File: config.mk
export PLATFORM = sky130hd
export DESIGN_NAME = imem_boot_loader
export DESIGN_NICKNAME = d
export VERILOG_FILES = /design/src/rtl/imem_boot_loader.sv
export SDC_FILE = /design/constraint.sdc
export NUM_CORES = 1
export LEC_CHECK = 0
export ABC_AREA = 1
export BUFFER_PORTS_ARGS = -buffer_cell sky130_fd_sc_hd__buf_2
export CORE_AREA = 2 2 102 104
export DETAILED_ROUTE_END_ITERATION = 6
export DIE_AREA = 0 0 104 106
export GPL_TIMING_DRIVEN = 0
export HOLD_SLACK_MARGIN = 0.08
export PLACE_DENSITY = 0.72
export SLEW_MARGIN = 40
export SYNTH_ARGS = -nofsm -noshare
export SYNTH_HDL_FRONTEND = slang
export SYNTH_SLANG_ARGS = --single-unit
File: constraint.sdc
create_clock -name clk -period 1.8 [get_ports clk]
set_input_delay 0.09 -clock clk [delete_from_list [all_inputs] [get_ports clk]]
set_output_delay 0.09 -clock clk [all_outputs]
set_load 0.1 [all_outputs]
File: src/rtl/imem_boot_loader.sv
// Boot sequencer: holds the core in reset, clears instruction memory, streams
// program words into consecutive addresses from BASE_ADDR, then releases the core.
module imem_boot_loader #(
    parameter int                ADDR_W    = 32,
    parameter int                DATA_W    = 16,
    parameter logic [ADDR_W-1:0] BASE_ADDR = ADDR_W'(32'h20),
    parameter int                MAX_WORDS = 1024,
    parameter int                RST_HOLD  = 2
) (
    input  logic              clk,
    input  logic              reset,
    input  logic              start,
    input  logic              in_valid,
    input  logic [DATA_W-1:0] in_data,
    input  logic              in_last,
    output logic              in_ready,
    output logic              write_enable_fm,
    output logic [ADDR_W-1:0] write_addr_fm,
    output logic [DATA_W-1:0] write_data_fm,
    output logic              rst_fm,
    output logic              cpu_reset,
    output logic              busy,
    output logic              done,
    output logic              error,
    output logic [15:0]       word_count
);

    localparam logic [2:0] S_IDLE    = 3'd0;
    localparam logic [2:0] S_CLEAR   = 3'd1;
    localparam logic [2:0] S_LOAD    = 3'd2;
    localparam logic [2:0] S_RELEASE = 3'd3;
    localparam logic [2:0] S_RUN     = 3'd4;
    localparam logic [2:0] S_ERROR   = 3'd5;

    // Count value that, once incremented by a non-final word, exhausts the program space.
    localparam logic [15:0] LAST_SLOT = 16'(MAX_WORDS - 1);
    localparam logic [31:0] HOLD_LAST = 32'(RST_HOLD - 1);

    logic [2:0]        state_reg, state_next;
    logic [15:0]       word_count_reg, word_count_next;
    logic [31:0]       hold_cnt_reg, hold_cnt_next;
    logic              write_enable_reg;
    logic [ADDR_W-1:0] write_addr_reg;
    logic [DATA_W-1:0] write_data_reg;
    logic              handshake;

    assign handshake = in_valid && (state_reg == S_LOAD);

    always_comb begin
        state_next      = state_reg;
        word_count_next = word_count_reg;
        hold_cnt_next   = hold_cnt_reg;
        case (state_reg)
            S_IDLE, S_RUN, S_ERROR: begin
                if (start) begin
                    state_next      = S_CLEAR;
                    word_count_next = 16'd0;
                end
            end
            S_CLEAR: begin
                word_count_next = 16'd0;
                state_next      = S_LOAD;
            end
            S_LOAD: begin
                if (handshake) begin
                    word_count_next = word_count_reg + 16'd1;
                    // A final word that also fills the last slot is a clean finish.
                    if (in_last) begin
                        state_next    = S_RELEASE;
                        hold_cnt_next = 32'd0;
                    end else if (word_count_reg == LAST_SLOT) begin
                        state_next = S_ERROR;
                    end
                end
            end
            S_RELEASE: begin
                if (hold_cnt_reg == HOLD_LAST) begin
                    state_next = S_RUN;
                end else begin
                    hold_cnt_next = hold_cnt_reg + 32'd1;
                end
            end
            default: state_next = S_IDLE;
        endcase
    end

    always_ff @(posedge clk) begin
        if (!reset) begin
            state_reg        <= S_IDLE;
            word_count_reg   <= 16'd0;
            hold_cnt_reg     <= 32'd0;
            write_enable_reg <= 1'b0;
            write_addr_reg   <= BASE_ADDR;
            write_data_reg   <= '0;
        end else begin
            state_reg        <= state_next;
            word_count_reg   <= word_count_next;
            hold_cnt_reg     <= hold_cnt_next;
            write_enable_reg <= handshake;
            // Address and data hold their last values between writes.
            if (handshake) begin
                write_addr_reg <= BASE_ADDR + ADDR_W'(word_count_reg);
                write_data_reg <= in_data;
            end
        end
    end

    assign in_ready        = (state_reg == S_LOAD);
    assign rst_fm          = (state_reg == S_CLEAR);
    assign cpu_reset       = (state_reg != S_RUN);
    assign done            = (state_reg == S_RUN);
    assign error           = (state_reg == S_ERROR);
    assign busy            = (state_reg == S_CLEAR) || (state_reg == S_LOAD) ||
                             (state_reg == S_RELEASE);
    assign write_enable_fm = write_enable_reg;
    assign write_addr_fm   = write_addr_reg;
    assign write_data_fm   = write_data_reg;
    assign word_count      = word_count_reg;

endmodule

[Word-level counts from Yosys, hierarchy flattened]
Cells that the tools add are included.
Cells by class
  mux-type cells: 13
  equality and inequality tests: 14
  add/sub/neg operators: 3
  reduce and logical (&&, ||, !) cells: 10
Operator list (count)
  $mux 32: 3
  $pmux 32 s2: 1
  $pmux 16 s3: 1
  $add 32x1->32 const B: 1
  $eq 32x1->1 const B: 1
  $mux 16: 2
  $add 6x16->17 const A: 1
  $add 16x1->16 const B: 1
  $eq 16x10->1 const B: 1
  $mux 3: 5
  $pmux 3 s4: 1
  $ne 2x2->1 const B: 4
  $reduce_and 4->1: 2
  $eq 3x2->1 const B: 2
  $eq 3x3->1 const B: 2
  $eq 3x1->1 const B: 1
  $logic_not 3->1: 1
  $ne 3x2->1 const B: 1
  $ne 3x3->1 const B: 1
  $reduce_and 3->1: 1
  $reduce_bool 3->1: 1
  $reduce_or 3->1: 1
  $logic_or 1x1->1: 2
  $ne 2x1->1 const B: 1
  2 further kinds: 2
Storage, ports and cells
  output and inout port bits: 71
  logic and storage cells: 46
  bits in registers: 100
  bits of input ports: 21

[Longest topological paths before layout]
  depth in word-level cells: 5
  depth in mapped cells: 12
  depth with buffers taken out: 11

[Worst setup path before layout]
Ideal clock, no wire load.
  path kind: flip-flop to output port
  start point: register state_reg[2]
  end point: output port cpu_reset
  data required time: 1710 ps
  buffers on the path: 0
  setup slack: -1077 ps
  arrival: 2787 ps
  cell stages (with the launch flop): 6
  cell sequence: dfxtp_1 > inv_2 > nor2_1 > inv_1 > nor2_1 > inv_1
On the way
  longest elaborated chain between the ends: 1
RTL lines
  start, declared: line 39  | logic [2:0] state_reg, state_next;
  start signal, assigned: line 96  | state_reg <= state_next;
  $ne 3x3->1: line 110  | assign cpu_reset = (state_reg != S_RUN);
  end, declared: line 21  | output logic cpu_reset,
Every way passes these cells.

[Worst setup path after layout]
  start point: register state_reg[2]
  end point: output port in_ready
On the way
  longest elaborated chain between the ends: 1
RTL lines
  $eq 3x2->1: line 108  | assign in_ready = (state_reg == S_LOAD);
  end, declared: line 16  | output logic in_ready,
Every way passes these cells.

==> impl_results.html <==
<table>
<tr><th>Metric</th><th>Value</th></tr>
<tr><th colspan="2">Cells and area</th></tr>
<tr><td>Area delta synth-&gt;final</td><td>24.3%</td></tr>
<tr><td>Fin util</td><td>0.605</td></tr>
<tr><td>Number of fillers in the final layout</td><td>about 960</td></tr>
<tr><td>Multi-input gate area</td><td>about 2800 um2</td></tr>
<tr><td>Antenna fix cells</td><td>0</td></tr>
<tr><td>Number of flip-flops in the largest register</td><td>32</td></tr>
<tr><td>Share of cells above drive strength 1</td><td>0.269</td></tr>
<tr><td>Final layout net count</td><td>slightly below 900</td></tr>
<tr><td>Cell Count, Final, Fillers Out</td><td>between 900 and 1000</td></tr>
<tr><td>Storage element area</td><td>roughly 1700 um2</td></tr>
<tr><th colspan="2">STA</th></tr>
<tr><td>Final critical-path setup slack</td><td>0.0597 ns</td></tr>
<tr><td>Worst Max-Slew Pin Slew</td><td>around 0.74 ns</td></tr>
<tr><td>Final hold slack</td><td>0.0822 ns</td></tr>
<tr><td>Setup skew after layout</td><td>between 0.01 and 0.015 ns</td></tr>
<tr><td>Number of setup violations in the final report</td><td>0</td></tr>
<tr><td>Final Hold Vio Count</td><td>0</td></tr>
<tr><td>Max-slew violation count</td><td>0</td></tr>
<tr><td>Shortest clock period the worst path allows after layout</td><td>about 1.7 ns</td></tr>
<tr><td>Max Clk Rate</td><td>roughly 0.57 GHz</td></tr>
<tr><td>Max_slew headroom</td><td>0.508</td></tr>
<tr><td>Portion of the clock cycle consumed by the worst path in the final layout</td><td>0.967</td></tr>
<tr><td>Unrepaired setup endpoints after global routing</td><td>true</td></tr>
<tr><th colspan="2">Power</th></tr>
<tr><td>Part of the total power dissipated in sequential elements</td><td>0.323</td></tr>
<tr><td>Power density relative to cell area</td><td>between 1000 and 1500 nW/um2</td></tr>
<tr><td>Net switching power</td><td>3.50 mW</td></tr>
<tr><td>Net switching share of the total power</td><td>0.506</td></tr>
<tr><td>Combinational power share</td><td>0.465</td></tr>
<tr><td>Peak supply drop</td><td>about 0.001 V</td></tr>
<tr><td>Standby leakage power</td><td>between 2 and 3 nW</td></tr>
<tr><td>Internal cell power</td><td>3.42 mW</td></tr>
<tr><td>Portion of total power attributed to the clock network</td><td>0.212</td></tr>
<tr><th colspan="2">Critical path</th></tr>
<tr><td>R2r startpoint</td><td>hold_cnt_reg[1]</td></tr>
<tr><td>Type of element launching the critical path</td><td>flop</td></tr>
<tr><td>Kind of end point of the critical path</td><td>primary output</td></tr>
<tr><td>Required time at the endpoint of the critical path</td><td>1.71 ns</td></tr>
<tr><td>Largest delay contributor family on the critical path</td><td>buffers and inverters</td></tr>
<tr><td>Sequence of cells on the critical path</td><td>nor2_2, nand2_2, inv_1, buf_2</td></tr>
<tr><td>Cell type of the slowest stage on the worst timing path</td><td>sky130_fd_sc_hd__buf_2</td></tr>
<tr><td>Reg2Reg Capture Point</td><td>hold_cnt_reg[28]</td></tr>
<tr><td>Highest net fanout along the worst path</td><td>4</td></tr>
<tr><td>Sum of buffers and inverters on the critical path</td><td>2</td></tr>
<tr><td>Worst setup path class</td><td>reg2out</td></tr>
<tr><td>Depth of the worst register-to-register path</td><td>12</td></tr>
<tr><td>Biggest cell delay along the critical path</td><td>0.46 ns</td></tr>
<tr><td>Crit path arrival time</td><td>1.65 ns</td></tr>
<tr><td>Worst reg-to-reg setup slack</td><td>around 0.1 ns</td></tr>
<tr><th colspan="2">Placed design</th></tr>
<tr><td>Total placed cells including tap cells</td><td>between 900 and 1000</td></tr>
<tr><td>Total of buffers placed on input and output ports</td><td>76</td></tr>
<tr><td>Detailed placement HPWL</td><td>slightly below 10 mm</td></tr>
<tr><td>Final RePlAce weighted congestion</td><td>0.897</td></tr>
<tr><td>Pre-CTS worst setup slack</td><td>-0.101 ns</td></tr>
<tr><th colspan="2">Route</th></tr>
<tr><td>Post-DR wirelength/cell</td><td>13.6 um</td></tr>
<tr><td>First-pass iteration count of the detailed router</td><td>5</td></tr>
<tr><td>Iter 0 DRT Violations</td><td>around 290</td></tr>
<tr><td>Routed via count</td><td>5084</td></tr>
<tr><td>Vias per cell</td><td>approximately 5.1</td></tr>
<tr><td>Total Routed Length</td><td>13.5 mm</td></tr>
<tr><td>Remaining routing DRC violations</td><td>0</td></tr>
<tr><td>Remaining number of nets flagged by the antenna check after routing</td><td>0</td></tr>
<tr><th colspan="2">CTS</th></tr>
<tr><td>Maximum number of buffers from clock root to sink</td><td>2</td></tr>
<tr><td>H-tree level count</td><td>3</td></tr>
<tr><td>Root buf cell</td><td>sky130_fd_sc_hd__clkbuf_8</td></tr>
<tr><td>CTS tree</td><td>done</td></tr>
<tr><td># clock sinks</td><td>85</td></tr>
<tr><td>Number of buffers created by CTS</td><td>9</td></tr>
<tr><td>CTS clk-pin slew, worst paths</td><td>about 0.10 ns</td></tr>
<tr><td>Clk_lat worst skew</td><td>roughly 0.38 ns</td></tr>
<tr><th colspan="2">Synth</th></tr>
<tr><td>Combinational family with the most area after synthesis</td><td>simple AND/OR/NAND/NOR gates</td></tr>
<tr><td>Share of the synthesized netlist area taken by xor and xnor gates</td><td>0.0108</td></tr>
<tr><td>Multiplexer share of the synthesized area</td><td>0</td></tr>
<tr><td>Post-synthesis compound-gate area fraction</td><td>0.130</td></tr>
<tr><td>Number of warnings printed during yosys synthesis</td><td>0</td></tr>
<tr><td>Count of distinct cell types in the synthesized netlist</td><td>34</td></tr>
<tr><td>Share of the synthesized area in the top cell type</td><td>0.350</td></tr>
<tr><td>Largest cells by area after synthesis</td><td>sky130_fd_sc_hd__dfxtp_1 (35%), sky130_fd_sc_hd__nand2_1 (11%), sky130_fd_sc_hd__nor2_1 (10%), sky130_fd_sc_hd__nand3_1 (7.0%), sky130_fd_sc_hd__inv_1 (5.1%)</td></tr>
<tr><td>Adder-cell share of the synthesized area</td><td>0.0103</td></tr>
<tr><td>Post-synthesis cell area</td><td>approximately 4900 um2</td></tr>
<tr><td>Area leader, netlist</td><td>sky130_fd_sc_hd__dfxtp_1</td></tr>
<tr><td>Post-synthesis sequential area ratio</td><td>0.350</td></tr>
<tr><td>Cell count after synthesis</td><td>729</td></tr>
<tr><td>#FFs+latches synth</td><td>85</td></tr>
<tr><td>Simple-gate area share of the yosys netlist</td><td>0.390</td></tr>
<tr><td>Average size of a mapped cell</td><td>between 6 and 7 um2</td></tr>
<tr><th colspan="2">Floorplan</th></tr>
<tr><td>Floorplan core area</td><td>roughly 10000 um2</td></tr>
<tr><td>Initial standard-cell utilization of the core</td><td>0.486</td></tr>
<tr><td>Vertical die dimension</td><td>106 um</td></tr>
<tr><td>Die outline area</td><td>11000 um2</td></tr>
<tr><td>Row count</td><td>37</td></tr>
<tr><td>Boundary pin count</td><td>a little over 90</td></tr>
<tr><td>Horizontal die dimension</td><td>104 um</td></tr>
<tr><th colspan="2">Global routing</th></tr>
<tr><td>Remaining global-route overflow</td><td>0</td></tr>
<tr><td>Overall global routing resource usage</td><td>0.245</td></tr>
<tr><td>Number of global-route vias before repair</td><td>4830</td></tr>
<tr><td>Wire length of the first global-routing pass</td><td>between 20 and 25 mm</td></tr>
<tr><td>Largest net degree at the start of global routing</td><td>16</td></tr>
<tr><td>Antenna violations before repair</td><td>0</td></tr>
<tr><th colspan="2">Min path</th></tr>
<tr><td>Worst hold path stage count</td><td>3</td></tr>
<tr><td>Worst Hold Class</td><td>in2reg</td></tr>
<tr><td>Launch instance of the worst min-delay path</td><td>reset</td></tr>
<tr><td>Terminating pin of the worst hold path</td><td>hold_cnt_reg[3]</td></tr>
<tr><th colspan="2">Status</th></tr>
<tr><td>Run status</td><td>finished clean</td></tr>
<tr><th colspan="2">Job</th></tr>
<tr><td>Count of maximum capacitance violations</td><td>0</td></tr>
</table>
==> power by group through the flow <==
stage / combinational [mW] / clock, mW / sequential (mW)
detailed placement: 3.04 / 0 / 2.26
global placement: 3.01 / 0 / 2.26
finish: 3.22 / 1.47 / 2.24
floorplan: 1.44 / 0 / 3.35
global route: 3.40 / 1.54 / 2.27
CTS: 3.07 / 1.48 / 2.23
==> how the worst max path moves through the flow <==
stage / startpoint / endpoint / slack (ns) / depth (start not counted)
after floorplan: state_reg[2] / cpu_reset / 0.01 / 5
after global placement: hold_cnt_reg[0] / hold_cnt_reg[30] / -0.04 / 8
after detailed placement: hold_cnt_reg[0] / hold_cnt_reg[30] / -0.10 / 8
after CTS: hold_cnt_reg[0] / hold_cnt_reg[30] / 0.06 / 9
after global routing: hold_cnt_reg[1] / hold_cnt_reg[19] / -0.01 / 12
final: state_reg[2] / in_ready / 0.06 / 4
==> cell type report <==
type / instances / area share
multi-input cells: 547 / 0.455
flip-flops and latches: 85 / 0.286
repair buffers: 102 / 0.107
inverters: 72 / 0.0447
plain buffers: 39 / 0.0443
well taps: 136 / 0.0281
clock buffers: 10 / 0.0228
clock inverters: 6 / 0.0114
==> cells in the final DEF (no fill, tap or decap), types with 8 or more instances in the layout <==
master                          synthesis  layout
sky130_fd_sc_hd__a21oi_1               37      34
sky130_fd_sc_hd__dlygate4sd3_1          0      16
sky130_fd_sc_hd__nand2_2                7       8
sky130_fd_sc_hd__nand2_1              143     142
sky130_fd_sc_hd__clkbuf_1               9       9
sky130_fd_sc_hd__inv_2                  6       8
sky130_fd_sc_hd__conb_1                 1      15
sky130_fd_sc_hd__inv_1                 66      64
sky130_fd_sc_hd__dfxtp_2                0      14
sky130_fd_sc_hd__nor3_1                 9       9
sky130_fd_sc_hd__nor2_1               135     130
sky130_fd_sc_hd__nand3_2               20      19
sky130_fd_sc_hd__nand4_1                8       8
sky130_fd_sc_hd__buf_4                 16      25
sky130_fd_sc_hd__nand3_1               68      68
sky130_fd_sc_hd__a21oi_2               15      18
sky130_fd_sc_hd__o21ai_0               44      42
sky130_fd_sc_hd__clkbuf_8               0      10
sky130_fd_sc_hd__dfxtp_1               85      68
sky130_fd_sc_hd__nor2_2                10      12
sky130_fd_sc_hd__buf_2                 11      85
sky130_fd_sc_hd__nor2_4                 5       8
==> synthesized netlist by cell type, drive strengths merged <==
| master | count |
|---|---|
| nor3 | 9 |
| inv | 72 |
| nor4 | 1 |
| nand3 | 88 |
| nand4 | 8 |
| buf | 30 |
| conb | 1 |
| dfxtp | 85 |
| nor3b | 2 |
| nor2 | 150 |
| clkbuf | 9 |
| a21oi | 52 |
| o21ai | 47 |
| ha | 4 |
| a31o | 3 |
| o21a | 2 |
| nand2 | 150 |
| o21bai | 4 |
| o211ai | 1 |
| or2 | 5 |
| xor2 | 6 |
==> tightest hold or removal path: cells and delay by family <==
family / cells / cell delay [ns]
compound gates: 1 / 0.13
buf+inv: 2 / 0.21
==> cells by family (layout without fill, tap and decap cells) <==
| group | Yosys count | in the layout |
|---|---|---|
| AOI/OAI and AO/OA | 109 | 109 |
| xor gates and xnor gates | 6 | 6 |
| other | 1 | 15 |
| and+or+nand+nor | 413 | 413 |
| adders and majority gates | 4 | 4 |
| buffers and inverters | 111 | 229 |
| DFF | 85 | 85 |
==> routing by layer <==
layer  vias to the layer above  share of wire  track usage
met4                         0          0.022        0.112
met1                      2325           0.43        0.287
li1                       2575              -            -
met2                       160           0.48        0.430
met5                         -              0            0
met3                        24          0.067       0.0503
==> repair_timing <==
action / in CTS / in global routing
buffers inserted: 0 / 7
gates resized for setup: 2 / 22
endpoints found under the hold margin: 16 / 0
setup endpoints to repair: 14 / 38
pin swaps: 0 / 6
hold buffers: 16 / 0
cloned: 0 / 3
==> through the flow <==
step	power, mW	TNS [ns]	area [um2]
4_1_cts	6.78	0	5880
5_1_grt	7.21	-0.0301	6050
3_3_place_gp	5.27	-0.113	5500
6_report	6.92	0	6050
2_1_floorplan	4.80	0	4950
3_5_place_dp	5.30	-0.281	5500
(Power assumes the default switching activity.)
